File: config.mk
export PLATFORM = sky130hd
export DESIGN_NAME = branch_resolve_unit
export DESIGN_NICKNAME = d
export VERILOG_FILES = /design/src/rtl/branch_resolve_unit.sv
export SDC_FILE = /design/constraint.sdc
export NUM_CORES = 1
export LEC_CHECK = 0
export BUFFER_PORTS_ARGS = -buffer_cell sky130_fd_sc_hd__buf_2
export CORE_MARGIN = 1
export CORE_UTILIZATION = 60
export CTS_BUF_LIST = sky130_fd_sc_hd__clkbuf_4 sky130_fd_sc_hd__clkbuf_8
export CTS_CLUSTER_SIZE = 40
export DETAILED_ROUTE_END_ITERATION = 7
export PLACE_DENSITY_LB_ADDON = 0.25
export SYNTH_ARGS = -nofsm -noshare
export SYNTH_HDL_FRONTEND = slang
export SYNTH_SLANG_ARGS = --single-unit
File: constraint.sdc
create_clock -name clk -period 19.29 [get_ports clk]
set_input_delay 0.9645 -clock clk [delete_from_list [all_inputs] [get_ports clk]]
set_output_delay 0.9645 -clock clk [all_outputs]
set_load 0.05 [all_outputs]
File: src/rtl/branch_resolve_unit.sv
// Branch resolve unit: execute-side resolution of B-type branches.
// Two-stage valid/ready pipeline (A = operand capture + compare, B = output
// register). Redirects fetch on mispredict and kills the younger entry in A.
// Optional feature macro: BRU_STATS_EN (resolved-branch / redirect counters).

package bru_pkg;
   typedef enum logic [3:0] {
      OP_NONE = 4'd0,
      OP_BEQ  = 4'd1,
      OP_BNE  = 4'd2,
      OP_BLT  = 4'd3,
      OP_BGE  = 4'd4,
      OP_BLTU = 4'd5,
      OP_BGEU = 4'd6
   } oper_t;
endpackage

module branch_resolve_unit
   import bru_pkg::*;
#(
   parameter int XLEN       = 64,
   parameter int ALIGN_BITS = 2
) (
   input  logic            clk,
   input  logic            rst,
   input  logic            flush,
   input  logic            in_valid,
   output logic            in_ready,
   input  oper_t           in_op,
   input  logic [XLEN-1:0] in_pc,
   input  logic [XLEN-1:0] in_imm,
   input  logic [XLEN-1:0] in_rs1,
   input  logic [XLEN-1:0] in_rs2,
   input  logic            in_pred_taken,
   input  logic [XLEN-1:0] in_pred_target,
   output logic            out_valid,
   input  logic            out_ready,
   output logic            out_taken,
   output logic [XLEN-1:0] out_next_pc,
   output logic            out_redirect,
   output logic            out_misalign,
   output logic [31:0]     stat_branches,
   output logic [31:0]     stat_mispredicts
);

   localparam logic [XLEN-1:0] INSTR_BYTES = XLEN'(4);

   // Stage A registers
   logic            a_valid;
   oper_t           a_op;
   logic [XLEN-1:0] a_pc;
   logic [XLEN-1:0] a_imm;
   logic [XLEN-1:0] a_rs1;
   logic [XLEN-1:0] a_rs2;
   logic            a_pred_taken;
   logic [XLEN-1:0] a_pred_target;

   // Stage A resolved results
   logic            is_branch;
   logic            taken;
   logic [XLEN-1:0] target;
   logic [XLEN-1:0] fallthrough;
   logic [XLEN-1:0] next_pc;
   logic            misalign;
   logic            redirect;

   // Handshake terms
   logic b_fire;
   logic self_kill;
   logic a_advance;
   logic b_load;
   logic accept;

   assign b_fire    = out_valid && out_ready;
   // A redirecting result leaving B means whatever sits in A is wrong-path.
   assign self_kill = b_fire && out_redirect;
   assign a_advance = a_valid && (!out_valid || out_ready);
   assign b_load    = a_advance && !self_kill;
   assign in_ready  = !flush && !self_kill && (!a_valid || a_advance);
   assign accept    = in_valid && in_ready;

   // Resolve the stage-A branch: condition, target, next PC and prediction check
   always_comb begin
      logic eq;
      logic lt;
      logic ltu;
      eq          = (a_rs1 == a_rs2);
      lt          = ($signed(a_rs1) < $signed(a_rs2));
      ltu         = (a_rs1 < a_rs2);
      is_branch   = 1'b1;
      taken       = 1'b0;
      case (a_op)
         OP_BEQ:  taken = eq;
         OP_BNE:  taken = !eq;
         OP_BLT:  taken = lt;
         OP_BGE:  taken = !lt;
         OP_BLTU: taken = ltu;
         OP_BGEU: taken = !ltu;
         default: is_branch = 1'b0;
      endcase
      target      = a_pc + (a_imm << 1);
      fallthrough = a_pc + INSTR_BYTES;
      next_pc     = taken ? target : fallthrough;
      misalign    = taken && (target[ALIGN_BITS-1:0] != '0);
      // A misaligned target is handed to the trap path, so fetch is not redirected.
      redirect    = !misalign &&
                    ((taken != a_pred_taken) || (taken && (a_pred_target != target)));
   end

   // Stage A capture: flush beats self-kill beats new accept beats drain
   always_ff @(posedge clk or posedge rst) begin
      if (rst) begin
         a_valid       <= 1'b0;
         a_op          <= OP_NONE;
         a_pc          <= '0;
         a_imm         <= '0;
         a_rs1         <= '0;
         a_rs2         <= '0;
         a_pred_taken  <= 1'b0;
         a_pred_target <= '0;
      end else if (flush || self_kill) begin
         a_valid <= 1'b0;
      end else if (accept) begin
         a_valid       <= 1'b1;
         a_op          <= in_op;
         a_pc          <= in_pc;
         a_imm         <= in_imm;
         a_rs1         <= in_rs1;
         a_rs2         <= in_rs2;
         a_pred_taken  <= in_pred_taken;
         a_pred_target <= in_pred_target;
      end else if (a_advance) begin
         a_valid <= 1'b0;
      end
   end

   // Stage B output register; outputs hold while stalled by out_ready
   always_ff @(posedge clk or posedge rst) begin
      if (rst) begin
         out_valid    <= 1'b0;
         out_taken    <= 1'b0;
         out_next_pc  <= '0;
         out_redirect <= 1'b0;
         out_misalign <= 1'b0;
      end else if (flush) begin
         out_valid <= 1'b0;
      end else if (b_load) begin
         out_valid    <= 1'b1;
         out_taken    <= taken;
         out_next_pc  <= next_pc;
         out_redirect <= redirect;
         out_misalign <= misalign;
      end else if (b_fire) begin
         out_valid <= 1'b0;
      end
   end

`ifdef BRU_STATS_EN
   logic b_branch;

   // Remember whether the entry held in B is a real branch
   always_ff @(posedge clk or posedge rst) begin
      if (rst) begin
         b_branch <= 1'b0;
      end else if (!flush && b_load) begin
         b_branch <= is_branch;
      end
   end

   // Count results actually handed downstream; both counters wrap naturally
   always_ff @(posedge clk or posedge rst) begin
      if (rst) begin
         stat_branches    <= '0;
         stat_mispredicts <= '0;
      end else if (b_fire) begin
         if (b_branch) begin
            stat_branches <= stat_branches + 32'd1;
         end
         if (out_redirect) begin
            stat_mispredicts <= stat_mispredicts + 32'd1;
         end
      end
   end
`else
   assign stat_branches    = '0;
   assign stat_mispredicts = '0;
`endif

endmodule
## Word level (Yosys, flattened, before mapping)

Cells that the tools add are included.

- $add $sub $neg: 2
- Magnitude comparators: 2
- Eq/ne operators: 9
- Multiplexer cells: 8
- Bitwise logic cells: 2
- Reduce and logical (&&, ||, !) cells: 27

Operators by type and width:

| kind | count |
|---|---|
| $lt 64x64->1 | 2 |
| $add 64x3->64 const B | 1 |
| $add 64x64->64 | 1 |
| $eq 64x64->1 | 1 |
| $mux 64 | 1 |
| $ne 64x64->1 | 1 |
| $eq 4x3->1 const B | 3 |
| $logic_and 1x1->1 | 10 |
| $eq 4x2->1 const B | 2 |
| $logic_not 1->1 | 8 |
| $mux 1 | 6 |
| $pmux 1 s6 | 1 |
| $reduce_bool 3->1 | 2 |
| $eq 4x1->1 const B | 1 |
| $logic_or 1x1->1 | 4 |
| $reduce_and 2->1 | 2 |
| $not 1->1 | 2 |
| $reduce_bool 2->1 | 1 |
| $ne 1x1->1 | 1 |

- Register bits after elaboration: 393
- Input port bits: 330
- Output and inout bits: 133
- Word-level logic and storage cells: 63

## Logic depth before layout (Yosys ltp)

- Depth in word-level cells: 8
- Gate-level depth with buffers: 15
- Depth with buffers taken out: 14

## Worst setup path before layout

OpenSTA, ideal clock, no wires.

- Path kind: register to register
- Start: register a_pc[15]
- End: register out_redirect
- Setup time: 0.125 ns
- Arrival time: 4.288 ns
- Required time: 19.165 ns
- Setup slack: 14.877 ns
- Cell stages (with the launch flop): 14
- Buffers on the path: 1
- Clock period less this slack: 4.413 ns
- Cell sequence: dfrtp_1 > ha_1 > clkbuf_1 > nand4_1 > or4_1 > a2111oi_0 > nor2_1 > xnor2_1 > xor2_1 > or4_1 > or4_1 > or4_1 > nor4_1 > nor2_1

- Word-level cells in the longest chain between the ends: 5

Ends and longest elaborated chain:

| element | RTL line | source |
|---|---|---|
| start, declared | 51 | `logic [XLEN-1:0] a_pc;` |
| start signal, assigned | 126 | `a_pc <= in_pc;` |
| $add 64x64->64 | 101 | `target = a_pc + (a_imm << 1);` |
| $ne 64x64->1 | 107 | `((taken != a_pred_taken) \|\| (taken && (a_pred_target != target)));` |
| $logic_and 1x1->1 | 107 |  |
| $logic_or 1x1->1 | 107 |  |
| $logic_and 1x1->1 | 106 | `redirect = !misalign &&` |
| end signal, assigned | 151 | `out_redirect <= redirect;` |
| end, declared | 40 | `output logic out_redirect,` |

Every way passes these cells.
A chain may end at the register's enable or synchronous reset.

## Worst setup path in the final report

- Start: register a_pc[5]
- End: register out_redirect

Same word-level chain as after synthesis.

==> results.ini <==
[run]
drv_cap = 0

[cts]
numCtsBuffers = 69
cts_resized = 0
cts_tree = done
cts_max_path_buffers = 3
htreeDepth = 3
clock-root-buffer = clkbuf_8
insertion_delay_ps = 660
cts_hold_buf = 0
cts.sinks = 393
post-cts-setup-buffers = 0
clk_pin_slew_ps = 60

[worst_setup_path]
worst_setup_path_start_kind = flop
cp_max_fo = 7
endpoint_kind = flop
r2r-end = out_redirect
path_class = flop to flop
reg2reg_from = a_pc[5]
critPathRequiredTime_ps = 19790
cp.arrival_ps = 6240
r2r_cells = 13
r2r_slack_ps = 13550
crit_path_start = a_pc[5]

[timing]
setup_viol = 0
hold_viol_final = 0
period_needed_ps = 5741
rsz0062_at_grt = false
fmax_ghz = 0.1742
timing.final.crit_share_pct = 29.76
worst_pin_slew_ps = 1325
setup_ws_ps = 13550
slew_viol_final = 0
relSlewSlack_pct = 11.70
fin_worst_skew_ps = 37.96
finalSetupTns_ps = 0

[logic_synthesis]
synth.distinct_cells = 83
synth_edf_count = 0
ys.flop_type = dfrtp_1
syn-cell-area_sq_um = 23910
syn_avg_cell_area_sq_um = 9.824
yosys_warnings = 0
async_reset_ff_share_pct = 100.0
synth_seq_area_share_pct = 41.13
synthCells = 2434
ys_seq_elements = 393

[die]
dieArea_sq_um = 40650
die_x_microns = 201.6
ioPinCount = 463
coreArea_sq_um = 39010
start_util_pct = 61.30
die_y_microns = 201.6
rows = 72

[drt]
wire_per_inst_microns = 20.73
firstDrtPassIters = 5
num_vias = 19810
ant_nets = 0
drtIter0Drc = 1346
drc_errors = 0
wl_microns = 69830
via_per_inst = 5.880

[layout]
final_common_cell = buf_2
final_cell_mix = buf_2 (397), dfrtp_1 (393), nand2_1 (263), mux2_2 (260), o21ai_0 (218)
fillers = 3040
drive_above_1_share_pct = 28.60
final_nets = 3252
syn_to_final_growth_pct = 14.36

[global_routing]
antenna_found_initial = 21
grt_pass1_wl_microns = 109500
grt_max_degree = 225
overflow = 0
first_global_vias = 19970
grt_usage_pct = 34.51

[power]
power.density_nw_per_um2 = 132.5
cellLeakagePower_nw = 12.42
ir_drop_v = 0.00006906

[placed_design]
post-place-ws_ps = 13570
port_buffers = 397
place.gp.congestion = 1.002
hpwl_microns = 53860

[status]
status = finished clean

[hold_path]
min_path_type = input pin to asynchronous set/reset pin

-- how the worst max path moves through the flow --
stage	endpoint	slack (ps)	cells past startpoint
finish	out_redirect	13550	13
global route	out_redirect	13340	13
CTS	out_redirect	13530	13
detailed placement	out_redirect	13570	13
global placement	out_redirect	13600	13
floorplan	a_imm[0]	7400	1
-- cell usage after synthesis (all sizes together), types with 4 or more instances --
| cell | n | share of area (%) |
|---|---|---|
| a21boi | 6 | 0.22 |
| nor2b | 10 | 0.26 |
| nor3b | 5 | 0.16 |
| a22oi | 6 | 0.19 |
| and2 | 11 | 0.29 |
| nor4b | 4 | 0.15 |
| inv | 86 | 1.4 |
| dfrtp | 393 | 41 |
| xnor2 | 102 | 3.7 |
| o21a | 14 | 0.44 |
| mux2i | 23 | 0.96 |
| o211ai | 12 | 0.38 |
| a211oi | 8 | 0.25 |
| nor2 | 122 | 1.9 |
| o2111ai | 4 | 0.17 |
| buf | 95 | 2.7 |
| and3 | 13 | 0.34 |
| ha | 127 | 6.6 |
| nor4 | 12 | 0.31 |
| nand3b | 6 | 0.19 |
| a21oi | 157 | 3.3 |
| or3 | 9 | 0.26 |
| nand3 | 56 | 1.2 |
| nand2 | 264 | 4.2 |
| a211o | 7 | 0.26 |
| xor2 | 64 | 2.3 |
| nand4 | 70 | 1.9 |
| xnor3 | 9 | 0.85 |
| o211a | 4 | 0.17 |
| or2 | 5 | 0.13 |
| o21ai | 221 | 4.6 |
| a21o | 32 | 1.0 |
| a2111oi | 7 | 0.33 |
| clkbuf | 88 | 1.4 |
| o21bai | 12 | 0.38 |
| a31oi | 12 | 0.31 |
| nor3 | 24 | 0.54 |
| and4 | 13 | 0.48 |
| mux2 | 260 | 12 |
| or4 | 10 | 0.31 |
-- power by group --
group / total, mW / internal (mW) / switching (mW)
Combinational: 1.69 / 0.590 / 1.10
Clock: 0.783 / 0.422 / 0.361
Sequential: 1.15 / 1.01 / 0.140
-- area by class of cell --
| type | count | area, sq um | area share, % |
|---|---|---|---|
| clock buffers | 103 | 1267 | 4.635 |
| diodes | 12 | 30.03 | 0.1098 |
| flip-flops and latches | 393 | 9834 | 35.97 |
| multi-input cells | 1835 | 13030 | 47.65 |
| repair buffers | 409 | 2102 | 7.687 |
| clock inverters | 13 | 102.6 | 0.3752 |
| well taps | 518 | 648.1 | 2.370 |
| inverters | 86 | 330.3 | 1.208 |
-- registers in the layout, summed over array words and instances, names as in the netlist, 4 cells and up --
register,cells
a_pred_target,64
a_rs1,64
a_imm,63
a_op,4
out_next_pc,64
a_rs2,64
a_pc,64
-- metal layers --
layer  GRT usage [%]  part of all wire (%)  vias to the layer above
met3           8.228                   6.9                      153
met2           56.90                    48                      684
met4           13.96                   3.5                       22
met1           43.68                    42                     9653
li1                -                     -                     9297
met5               0                  0.21                        -
-- worst max-delay path, stage by stage, from the launching register on --
cell       delay (ps)
dfrtp_1           450
ha_1              480
o211a_1           230
a211oi_1          120
or4_1             650
o211ai_1          580
xor3_1            320
nor3_1            520
o2111ai_1         210
or4_1             440
or4_1             540
or4_1             400
nor4_1            550
nor2_1             80
-- cell families (layout without fill, tap and decap cells) --
kind of cell             count (synthesis)  in the layout  synth area share, %
AND/OR/NAND/NOR                        640            640                12.71
AO/OA/AOI/OAI                          543            543                13.68
flip-flops                             393            393                41.13
multiplexers                           283            283                13.21
buffers and inverters                  269            611                5.400
XOR/XNOR                               177            177                7.127
adder cells (fa/ha/maj)                128            128                6.729
other                                    1             76              0.01568
-- per-stage QoR --
step | std cells | power (mW) | hold WS (ps) | util, % | instance area [sq um]
2_1_floorplan | 2497 | 2.351 | 482.2 | - | 24150
3_3_place_gp | 3241 | 2.791 | 459.0 | 66.51 | 25940
3_5_place_dp | 3241 | 2.823 | 467.8 | 66.51 | 25940
4_1_cts | 3357 | 3.618 | 474.4 | 70.02 | 27310
5_1_grt | 3362 | 3.814 | 501.8 | 70.05 | 27330
6_report | 3369 | 3.622 | 470.6 | 70.10 | 27340
Power figures use the tool's default switching activity.
